--- src/rtl/sync_fifo_param_if.sv ---
`default_nettype none
// ============================================================================
// Module   : sync_fifo_param_if
// Brief    : Producer/consumer signal bundle for sync_fifo_param.
// Revision : 1.0
// ============================================================================
interface sync_fifo_param_if #(
    parameter int DATA_WIDTH = 8,
    parameter int ADDR_WIDTH = 4
);
    logic                  wr_en;
    logic [DATA_WIDTH-1:0] wr_data;
    logic                  rd_en;
    logic [DATA_WIDTH-1:0] rd_data;
    logic                  full;
    logic                  empty;
    logic                  almost_full;
    logic                  almost_empty;
    logic [ADDR_WIDTH:0]   data_count;
    logic                  overflow;
    logic                  underflow;

    modport master (
        output wr_en, wr_data, rd_en,
        input  rd_data, full, empty, almost_full, almost_empty,
               data_count, overflow, underflow
    );

    modport slave (
        input  wr_en, wr_data, rd_en,
        output rd_data, full, empty, almost_full, almost_empty,
               data_count, overflow, underflow
    );
endinterface
`default_nettype wire

--- src/rtl/sync_fifo_param.sv ---
`default_nettype none
// ============================================================================
// Module   : sync_fifo_param
// Brief    : Single-clock parametrised FIFO with thresholds, FWFT and errors.
// Revision : 1.0
// ============================================================================
module sync_fifo_param #(
    parameter int DATA_WIDTH = 8,
    parameter int ADDR_WIDTH = 4,
    parameter int AF_TH      = (2 ** ADDR_WIDTH) - 2,
    parameter int AE_TH      = 2,
    parameter int FWFT       = 0
) (
    input  wire logic         sys_clk,
    input  wire logic         sys_rst_n,
    sync_fifo_param_if.slave  fifo
);
    localparam int                  c_depth    = 2 ** ADDR_WIDTH;
    localparam logic [ADDR_WIDTH:0] c_depth_w  = (ADDR_WIDTH + 1)'(c_depth);
    localparam logic [ADDR_WIDTH:0] c_af_th    = (ADDR_WIDTH + 1)'(AF_TH);
    localparam logic [ADDR_WIDTH:0] c_ae_th    = (ADDR_WIDTH + 1)'(AE_TH);

    logic [DATA_WIDTH-1:0] r_mem [c_depth];
    logic [ADDR_WIDTH-1:0] r_wr_ptr;
    logic [ADDR_WIDTH-1:0] r_rd_ptr;
    logic [ADDR_WIDTH:0]   r_count;
    logic                  r_overflow;
    logic                  r_underflow;

    logic w_full;
    logic w_empty;
    logic w_rd_acc;
    logic w_wr_acc;

    // Flags come from the count register only, never from the request inputs.
    assign w_full   = (r_count == c_depth_w);
    assign w_empty  = (r_count == '0);
    assign w_rd_acc = fifo.rd_en & ~w_empty;
    assign w_wr_acc = fifo.wr_en & (~w_full | w_rd_acc);

    always_ff @(posedge sys_clk or negedge sys_rst_n) begin
        if (!sys_rst_n) begin
            r_wr_ptr    <= '0;
            r_rd_ptr    <= '0;
            r_count     <= '0;
            r_overflow  <= 1'b0;
            r_underflow <= 1'b0;
        end else begin
            r_overflow  <= fifo.wr_en & ~w_wr_acc;
            r_underflow <= fifo.rd_en & ~w_rd_acc;
            if (w_wr_acc) begin
                r_wr_ptr <= r_wr_ptr + 1'b1;
            end
            if (w_rd_acc) begin
                r_rd_ptr <= r_rd_ptr + 1'b1;
            end
            case ({w_wr_acc, w_rd_acc})
                2'b10:   r_count <= r_count + 1'b1;
                2'b01:   r_count <= r_count - 1'b1;
                default: r_count <= r_count;
            endcase
        end
    end

    // Storage is deliberately left out of reset.
    always_ff @(posedge sys_clk) begin
        if (w_wr_acc) begin
            r_mem[r_wr_ptr] <= fifo.wr_data;
        end
    end

    generate
        if (FWFT != 0) begin : g_fwft
            assign fifo.rd_data = r_mem[r_rd_ptr];
        end else begin : g_std
            logic [DATA_WIDTH-1:0] r_rd_data;

            always_ff @(posedge sys_clk or negedge sys_rst_n) begin
                if (!sys_rst_n) begin
                    r_rd_data <= '0;
                end else if (w_rd_acc) begin
                    r_rd_data <= r_mem[r_rd_ptr];
                end
            end

            assign fifo.rd_data = r_rd_data;
        end
    endgenerate

    assign fifo.full         = w_full;
    assign fifo.empty        = w_empty;
    assign fifo.almost_full  = (r_count >= c_af_th);
    assign fifo.almost_empty = (r_count <= c_ae_th);
    assign fifo.data_count   = r_count;
    assign fifo.overflow     = r_overflow;
    assign fifo.underflow    = r_underflow;
endmodule
`default_nettype wire

--- src/flat_wrapper.sv ---
// flat-port wrapper written by rule: the top's interface ports become plain ports
module sync_fifo_param_flat 
#(
    parameter int DATA_WIDTH = 8,
    parameter int ADDR_WIDTH = 4,
    parameter int AF_TH      = (2 ** ADDR_WIDTH) - 2,
    parameter int AE_TH      = 2,
    parameter int FWFT       = 0
)
  (sys_clk, sys_rst_n, fifo_wr_en, fifo_wr_data, fifo_rd_en, fifo_rd_data, fifo_full, fifo_empty, fifo_almost_full, fifo_almost_empty, fifo_data_count, fifo_overflow, fifo_underflow);
  sync_fifo_param_if #(.DATA_WIDTH(DATA_WIDTH), .ADDR_WIDTH(ADDR_WIDTH)) fifo_i ();
  input  wire logic sys_clk;
  input  wire logic sys_rst_n;
  input wire logic [$bits(fifo_i.wr_en)-1:0] fifo_wr_en;
  input wire logic [$bits(fifo_i.wr_data)-1:0] fifo_wr_data;
  input wire logic [$bits(fifo_i.rd_en)-1:0] fifo_rd_en;
  output wire logic [$bits(fifo_i.rd_data)-1:0] fifo_rd_data;
  output wire logic [$bits(fifo_i.full)-1:0] fifo_full;
  output wire logic [$bits(fifo_i.empty)-1:0] fifo_empty;
  output wire logic [$bits(fifo_i.almost_full)-1:0] fifo_almost_full;
  output wire logic [$bits(fifo_i.almost_empty)-1:0] fifo_almost_empty;
  output wire logic [$bits(fifo_i.data_count)-1:0] fifo_data_count;
  output wire logic [$bits(fifo_i.overflow)-1:0] fifo_overflow;
  output wire logic [$bits(fifo_i.underflow)-1:0] fifo_underflow;
  assign fifo_i.wr_en = fifo_wr_en;
  assign fifo_i.wr_data = fifo_wr_data;
  assign fifo_i.rd_en = fifo_rd_en;
  assign fifo_rd_data = fifo_i.rd_data;
  assign fifo_full = fifo_i.full;
  assign fifo_empty = fifo_i.empty;
  assign fifo_almost_full = fifo_i.almost_full;
  assign fifo_almost_empty = fifo_i.almost_empty;
  assign fifo_data_count = fifo_i.data_count;
  assign fifo_overflow = fifo_i.overflow;
  assign fifo_underflow = fifo_i.underflow;
  sync_fifo_param #(.DATA_WIDTH(DATA_WIDTH), .ADDR_WIDTH(ADDR_WIDTH), .AF_TH(AF_TH), .AE_TH(AE_TH), .FWFT(FWFT)) u_core (.sys_clk(sys_clk), .sys_rst_n(sys_rst_n), .fifo(fifo_i));
endmodule
--- config.mk ---
export PLATFORM = sky130hd
export DESIGN_NAME = sync_fifo_param_flat
export DESIGN_NICKNAME = d
export VERILOG_FILES = /design/src/rtl/sync_fifo_param_if.sv /design/src/rtl/sync_fifo_param.sv /design/src/flat_wrapper.sv
export SDC_FILE = /design/constraint.sdc
export NUM_CORES = 1
export LEC_CHECK = 0
export ABC_AREA = 1
export BUFFER_PORTS_ARGS = -buffer_cell sky130_fd_sc_hd__buf_2
export CORE_MARGIN = 2
export CORE_UTILIZATION = 53
export DETAILED_ROUTE_END_ITERATION = 6
export HOLD_SLACK_MARGIN = 0.1
export PLACE_DENSITY_LB_ADDON = 0.08
export SYNTH_ARGS = -nofsm -noshare
export SYNTH_HDL_FRONTEND = slang
export SYNTH_SLANG_ARGS = --single-unit
export TNS_END_PERCENT = 30
--- constraint.sdc ---
create_clock -name sys_clk -period 4.5 [get_ports sys_clk]
set_input_delay 0.45 -clock sys_clk [delete_from_list [all_inputs] [get_ports sys_clk]]
set_output_delay 0.45 -clock sys_clk [all_outputs]
set_load 0.02 [all_outputs]
==> results of run 1 <==
==> power groups by stage <==
stage | clock, mW | combinational, mW | sequential, mW
4_1_cts | 1.43 | 1.62 | 1.87
3_5_place_dp | 0 | 1.61 | 1.90
5_1_grt | 1.50 | 1.81 | 1.89
6_report | 1.41 | 1.62 | 1.87
3_3_place_gp | 0 | 1.60 | 1.89
2_1_floorplan | 0 | 1.20 | 1.91
==> cells by family after synthesis <==
family	after synthesis	synth area share [%]
AND/OR/NAND/NOR	338	21.2
buffers and inverters	121	8.50
adder cells (fa/ha/maj)	9	1.78
flip-flops	151	65.7
AO/OA/AOI/OAI	18	1.67
XOR/XNOR	8	1.15
==> flip-flops by register name (all words and copies together), names as in the netlist <==
signal	cells
u_core.r_wr_ptr	4
u_core.fifo.data_count	5
u_core.r_mem	128
u_core.fifo.overflow	1
u_core.fifo.rd_data	8
u_core.r_rd_ptr	4
u_core.fifo.underflow	1
==> metrics by stage <==
stage / setup WS, ns / area (um^2) / power, mW / std cells
after CTS: 2.19 / 7490 / 4.92 / 855
after detailed placement: 2.20 / 6890 / 3.51 / 822
after global routing: 2.00 / 7490 / 5.20 / 855
final: 2.19 / 7490 / 4.90 / 855
after global placement: 2.28 / 6890 / 3.49 / 822
after floorplan: 2.54 / 6730 / 3.11 / 645
==> worst max path at each step <==
stage                                                  endpoint  slack (ns)  cells past startpoint
after CTS                 u_core.fifo.data_count[3]$_DFFE_PN0P_        2.19                     12
after floorplan           u_core.fifo.data_count[4]$_DFFE_PN0P_        2.54                     13
after global placement    u_core.fifo.data_count[4]$_DFFE_PN0P_        2.28                     13
after detailed placement  u_core.fifo.data_count[3]$_DFFE_PN0P_        2.20                     12
after global routing      u_core.fifo.data_count[3]$_DFFE_PN0P_        2.00                     12
final                     u_core.fifo.data_count[3]$_DFFE_PN0P_        2.19                     12
==> routing by layer <==
layer / routed length [um] / GRT usage [%] / share of wire (%) / vias to the layer above
met2: 6740 / 35.0 / 46 / 165
li1: - / - / - / 2140
met4: 278 / 8.94 / 1.9 / 0
met1: 6750 / 34.7 / 46 / 2057
met5: 0 / 0 / 0 / -
met3: 968 / 4.67 / 6.6 / 17
==> worst max-delay path: stages, from the launching register on <==
cell	delay, ns
dfrtp_1	0.41
nor2_2	0.20
nand3_2	0.13
nand2_2	0.22
inv_2	0.16
nand2_4	0.11
inv_1	0.08
ha_1	0.35
a21oi_1	0.18
nand2_1	0.08
xor2_1	0.14
nand2_1	0.06
o21ai_0	0.07
==> cell type report <==
| class | instances | area, um^2 | share of cell area, % |
|---|---|---|---|
| multi-input combinational | 373 | 1740 | 23.2 |
| clock inverter | 15 | 161 | 2.16 |
| timing repair buffer | 33 | 175 | 2.34 |
| inverter | 94 | 353 | 4.71 |
| tap | 172 | 215 | 2.87 |
| sequential | 151 | 4420 | 59.0 |
| clock buffer | 17 | 425 | 5.68 |
==> placed cells by master, fill, tap and decap left out <==
cell	n
nand2_1	220
edfxtp_1	128
nand3_1	88
inv_1	87
buf_2	30
dfrtp_1	22
nor2_1	19
clkbuf_16	17
o211ai_1	8
ha_1	8
xor2_1	7
inv_2	6
clkinv_2	6
o21ai_0	5
a21oi_1	4
nand2_4	3
clkinv_1	3
bufinv_16	3
clkinv_4	3
nor2_2	2
nand3_2	2
nand2_2	2
buf_4	2
o31ai_1	1
or2_2	1
xor2_2	1
nand4_1	1
fa_1	1
clkinvlp_4	1
dlygate4sd3_1	1
dfrtp_2	1
==> flow_metrics.tcl, run 1 <==
set metrics [dict create \
    ant_nets 0 \
    synth_nets 666 \
    area_growth_pct 11.3 \
    netlist_area_um2 6730 \
    p_int_mw 3.06 \
    min_path_cells 3 \
    slew_viol_final 0 \
    clock_latency_ns 0.43 \
    r2r_end "u_core.fifo.data_count[3]$_DFFE_PN0P_" \
    yosysUniqueCellTypes 25 \
    antenna_cells 0 \
    nFillCells 1097 \
    worst_hold_startpoint "fifo_rd_en" \
    irDropWorstVdd_mv 0.280 \
    synth-edff-count 128 \
    vias_per_cell 5.12 \
    tns_ns 0 \
    rsz0062_at_grt "no" \
    synth-main-ff-cell "edfxtp_1" \
    dieArea_um2 13600 \
    clkTransAtPathRegs_ns 0.06 \
    timing.fmax_mhz 432 \
    clkPwrFrac_pct 28.8 \
    yosysMostFrequentCell "nand2_1" \
    critPathKind "flop to flop" \
    gp_congestion 0.934 \
    ys_seq_elements 151 \
    syn_inst 645 \
    finClkSkew_ns 0.00574 \
    grt_pass1_vias 4064 \
    cap_viol_max_count 0 \
    synth_commonest_cells "nand2_1, edfxtp_1, nand3_1" \
    crit_arrival_ns 2.61 \
    hold_violations 0 \
    switching_power_mw 1.84 \
    reg2reg_depth 12 \
    holdBufCountCts 1 \
    min_to "u_core.fifo.underflow$_DFF_PN0_" \
    postSynth.asyncResetShare_pct 15.2 \
    cts.sinks 151 \
    startpoint "u_core.fifo.data_count[2]$_DFFE_PN0P_" \
    antenna_found_initial 0 \
    grt_overflow_total 0 \
    end_kind "flop" \
    final-setup-viol-count 0 \
    tightest_slew_ns 1.00 \
    core-area_um2 12500 \
    fp.dieW_um 117 \
    startpoint_type "flop" \
    synth.avg_cell_area_um2 10.4 \
    grt_pass1_wl_um 23000 \
    post_cts_resized 0 \
    post_drt_wl_per_cell_um 17.2 \
    ios 31 \
    hold_ws_ns 0.280 \
    combPwrFrac_pct 33.0 \
    cts_tree "built" \
    cts_inserted_buffers 17 \
    cts_setup_buffers 0 \
    initial_core_util_pct 53.8 \
    clockRootBuffer "clkbuf_16" \
    die_h_um 117 \
    synth_top_area_share_pct 57.1 \
    status "finished clean" \
    rrSetupSlack_ns 2.19 \
    powerDensity_nw_per_um2 655 \
    hold_class "input pin to flop" \
    yosys.area.top_type "edfxtp_1" \
    drt_iter0_markers 433 \
    num_rows 41 \
    yosys-top-cells-area "edfxtp_1, nand2_1, dfrtp_1, nand3_1, inv_1" \
    period_needed_ns 2.31 \
    drt_wl_total_um 14700 \
    clock_path_buffers 2 \
    layout-drive-gt1-share_pct 11.7 \
    grt_max_degree 75 \
    synth_warnings 0 \
    leakage_nw 3.30 \
    port_buffers 30 \
    dr.pass1.iters 5 \
    fin_crit_sh_pct 51.4 \
    drc_errors 0 \
    htreeDepth 4 \
    final_util_pct 59.8 \
    p_sw_share_pct 37.6 \
    required_ns 4.80 \
    vias 4379 \
    critPathMaxFanout 13 \
    r2r-start "u_core.fifo.data_count[2]$_DFFE_PN0P_" \
    final_nets 691 \
    grt.total_usage_pct 23.6 \
    slew-limit-headroom_pct 33.3 \
    power_frac_seq_pct 38.2 \
    synth-seq-area-share_pct 65.7 \
    place_hpwl_um 9060 \
]
Note: power is estimated with default switching activity, not from simulation.
==> run 2: changes to the inputs <==
==> constraint.sdc (replaced) <==
create_clock -name sys_clk -period 2.35 [get_ports sys_clk]
set_input_delay 0.235 -clock sys_clk [delete_from_list [all_inputs] [get_ports sys_clk]]
set_output_delay 0.235 -clock sys_clk [all_outputs]
set_load 0.02 [all_outputs]
==> run 2 against run 1 <==
Against the previous run: via count up 1.2%; die area is the same; clock skew is essentially flat; largest cell class unchanged; highest routed layer unchanged; combinational power grew 94%; hold slack got worse by 0.16 ns; global-route usage decreased by 0.90 points.
==> flow_metrics.tcl, run 2 (synthesized netlist as in run 1, its figures left out) <==
set metrics [dict create \
    post_dp_cell_area_um2 7050 \
    final_area_um2 7690 \
    vias_per_cell 5.05 \
    clock_path_buffers 2 \
    clkTransAtPathRegs_ns 0.06 \
    htreeDepth 4 \
    met1_usage_pct 32.6 \
    startpoint_type "flop" \
    fp.dieW_um 117 \
    ios 31 \
    clkPwrFrac_pct 29.4 \
    power_frac_seq_pct 37.7 \
    cap_viol_max_count 0 \
    grt_max_degree 43 \
    final_util_pct 61.4 \
    layout-drive-gt1-share_pct 14.3 \
    largest_reg_flops 128 \
    critPathMaxFanout 13 \
    core-area_um2 12500 \
    slew_viol_final 0 \
    nFillCells 1054 \
    dr.pass1.iters 5 \
    dp_slack_ns 0.200 \
    antenna_cells 0 \
    dp.cells 843 \
    combPwrFrac_pct 33.0 \
    use_met3_pct 4.88 \
    layout_common_cells "nand2_1, edfxtp_1, nand3_1" \
    critPathKind "flop to flop" \
    area_growth_pct 14.2 \
    end_kind "flop" \
    initial_core_util_pct 53.8 \
    tightest_slew_ns 0.601 \
    dieArea_um2 13600 \
    antenna_found_initial 0 \
    grt_pass1_vias 4194 \
    regMostFlops "u_core.r_mem" \
    drt_iter0_markers 372 \
    finClkSkew_ns 0.00600 \
    final_common_cell "nand2_1" \
    status "finished clean" \
    final-setup-viol-count 0 \
    p_int_mw 6.05 \
    cts_tree "built" \
    slew-limit-headroom_pct 59.9 \
    irDropWorstVdd_mv 0.676 \
    post_drt_wl_per_cell_um 16.3 \
    hold_class "input pin to flop" \
    switching_power_mw 3.51 \
    fin_crit_sh_pct 91.6 \
    clock_latency_ns 0.42 \
    powerDensity_nw_per_um2 1240 \
    vias 4430 \
    grt_overflow_total 0 \
    grt.busiest_layer "met2" \
    crit_arrival_ns 2.47 \
    cts_inserted_buffers 17 \
    grt.total_usage_pct 22.7 \
    gp_congestion 0.956 \
    period_needed_ns 2.15 \
    instances_no_fill 877 \
    die_h_um 117 \
    tns_ns 0 \
    grt_pass1_wl_um 22500 \
    grtUsageMet2_pct 33.8 \
    drt_wl_total_um 14300 \
    p_sw_share_pct 36.7 \
    timing.fmax_mhz 465 \
    clockRootBuffer "clkbuf_16" \
    hold_violations 0 \
    num_rows 41 \
    final_nets 713 \
    setup_ws_ns 0.198 \
    leakage_nw 3.42 \
    required_ns 2.67 \
    ant_nets 0 \
    rsz0062_at_grt "no" \
    place_hpwl_um 9170 \
    drc_errors 0 \
    port_buffers 30 \
    cts.sinks 151 \
]
run 2: area by class of cell:
class,instances,area (um^2),share of cell area [%]
Clock buffer,19,433,5.63
Timing Repair Buffer,55,343,4.46
Clock inverter,13,180,2.34
Tap cell,172,215,2.80
Multi-Input combinational cell,373,1740,22.7
Inverter,94,353,4.59
Sequential cell,151,4420,57.5
run 2: critical path, cell delays in order, from the launching register on:
cell and delay [ns]:
dfrtp_1 0.44, nor2_2 0.23, nand3_2 0.13, nand2_2 0.09, inv_2 0.10, nand2_4 0.10
inv_1 0.08, ha_1 0.35, nand3_1 0.14, nand3_1 0.11, nand2_1 0.07, nand2_1 0.06
nand2_1 0.05, nand2_1 0.05, inv_1 0.03
run 2: worst paths after layout:
kind	to	cells past startpoint	slack [ns]	start
worst min-delay path	u_core.r_wr_ptr[0]$_DFFE_PN0P_	3	0.12	fifo_wr_en
worst max-delay path	u_core.fifo.data_count[4]$_DFFE_PN0P_	14	0.20	u_core.fifo.data_count[1]$_DFFE_PN0P_
worst min register to register	u_core.fifo.rd_data[1]$_DFFE_PN0P_	2	0.48	u_core.fifo.rd_data[1]$_DFFE_PN0P_
max in group asynchronous	u_core.r_rd_ptr[0]$_DFFE_PN0P_	2	1.64	sys_rst_n
min in group asynchronous	u_core.fifo.data_count[4]$_DFFE_PN0P_	2	0.32	sys_rst_n
worst max register to register	u_core.fifo.data_count[4]$_DFFE_PN0P_	14	0.20	u_core.fifo.data_count[1]$_DFFE_PN0P_
run 2: power by group through the flow:
stage	combinational (mW)	sequential (mW)	clock [mW]
2_1_floorplan	2.30	3.66	0
4_1_cts	3.14	3.60	2.85
6_report	3.15	3.60	2.81
3_3_place_gp	3.08	3.63	0
3_5_place_dp	3.12	3.65	0
5_1_grt	3.55	3.65	2.95
run 2: metrics by stage:
step                      hold WS, ns  power [mW]
final                           0.123        9.56
after global routing            0.133        10.1
after floorplan               -0.0606        5.96
after CTS                       0.110        9.59
after detailed placement        0.245        6.77
after global placement          0.231        6.71
run 2: metal layers:
layer / vias up / routed length (um)
li1: 2183 / -
met1: 2100 / 6810
met2: 124 / 6440
met3: 23 / 722
met4: 0 / 306
met5: - / 0
run 2: repair_timing:
action,4_1_cts,5_1_grt
hold buffers,2,0
endpoints found under the setup margin,0,1
buffers inserted,0,0
resized for setup,0,1
hold endpoints to repair,24,0
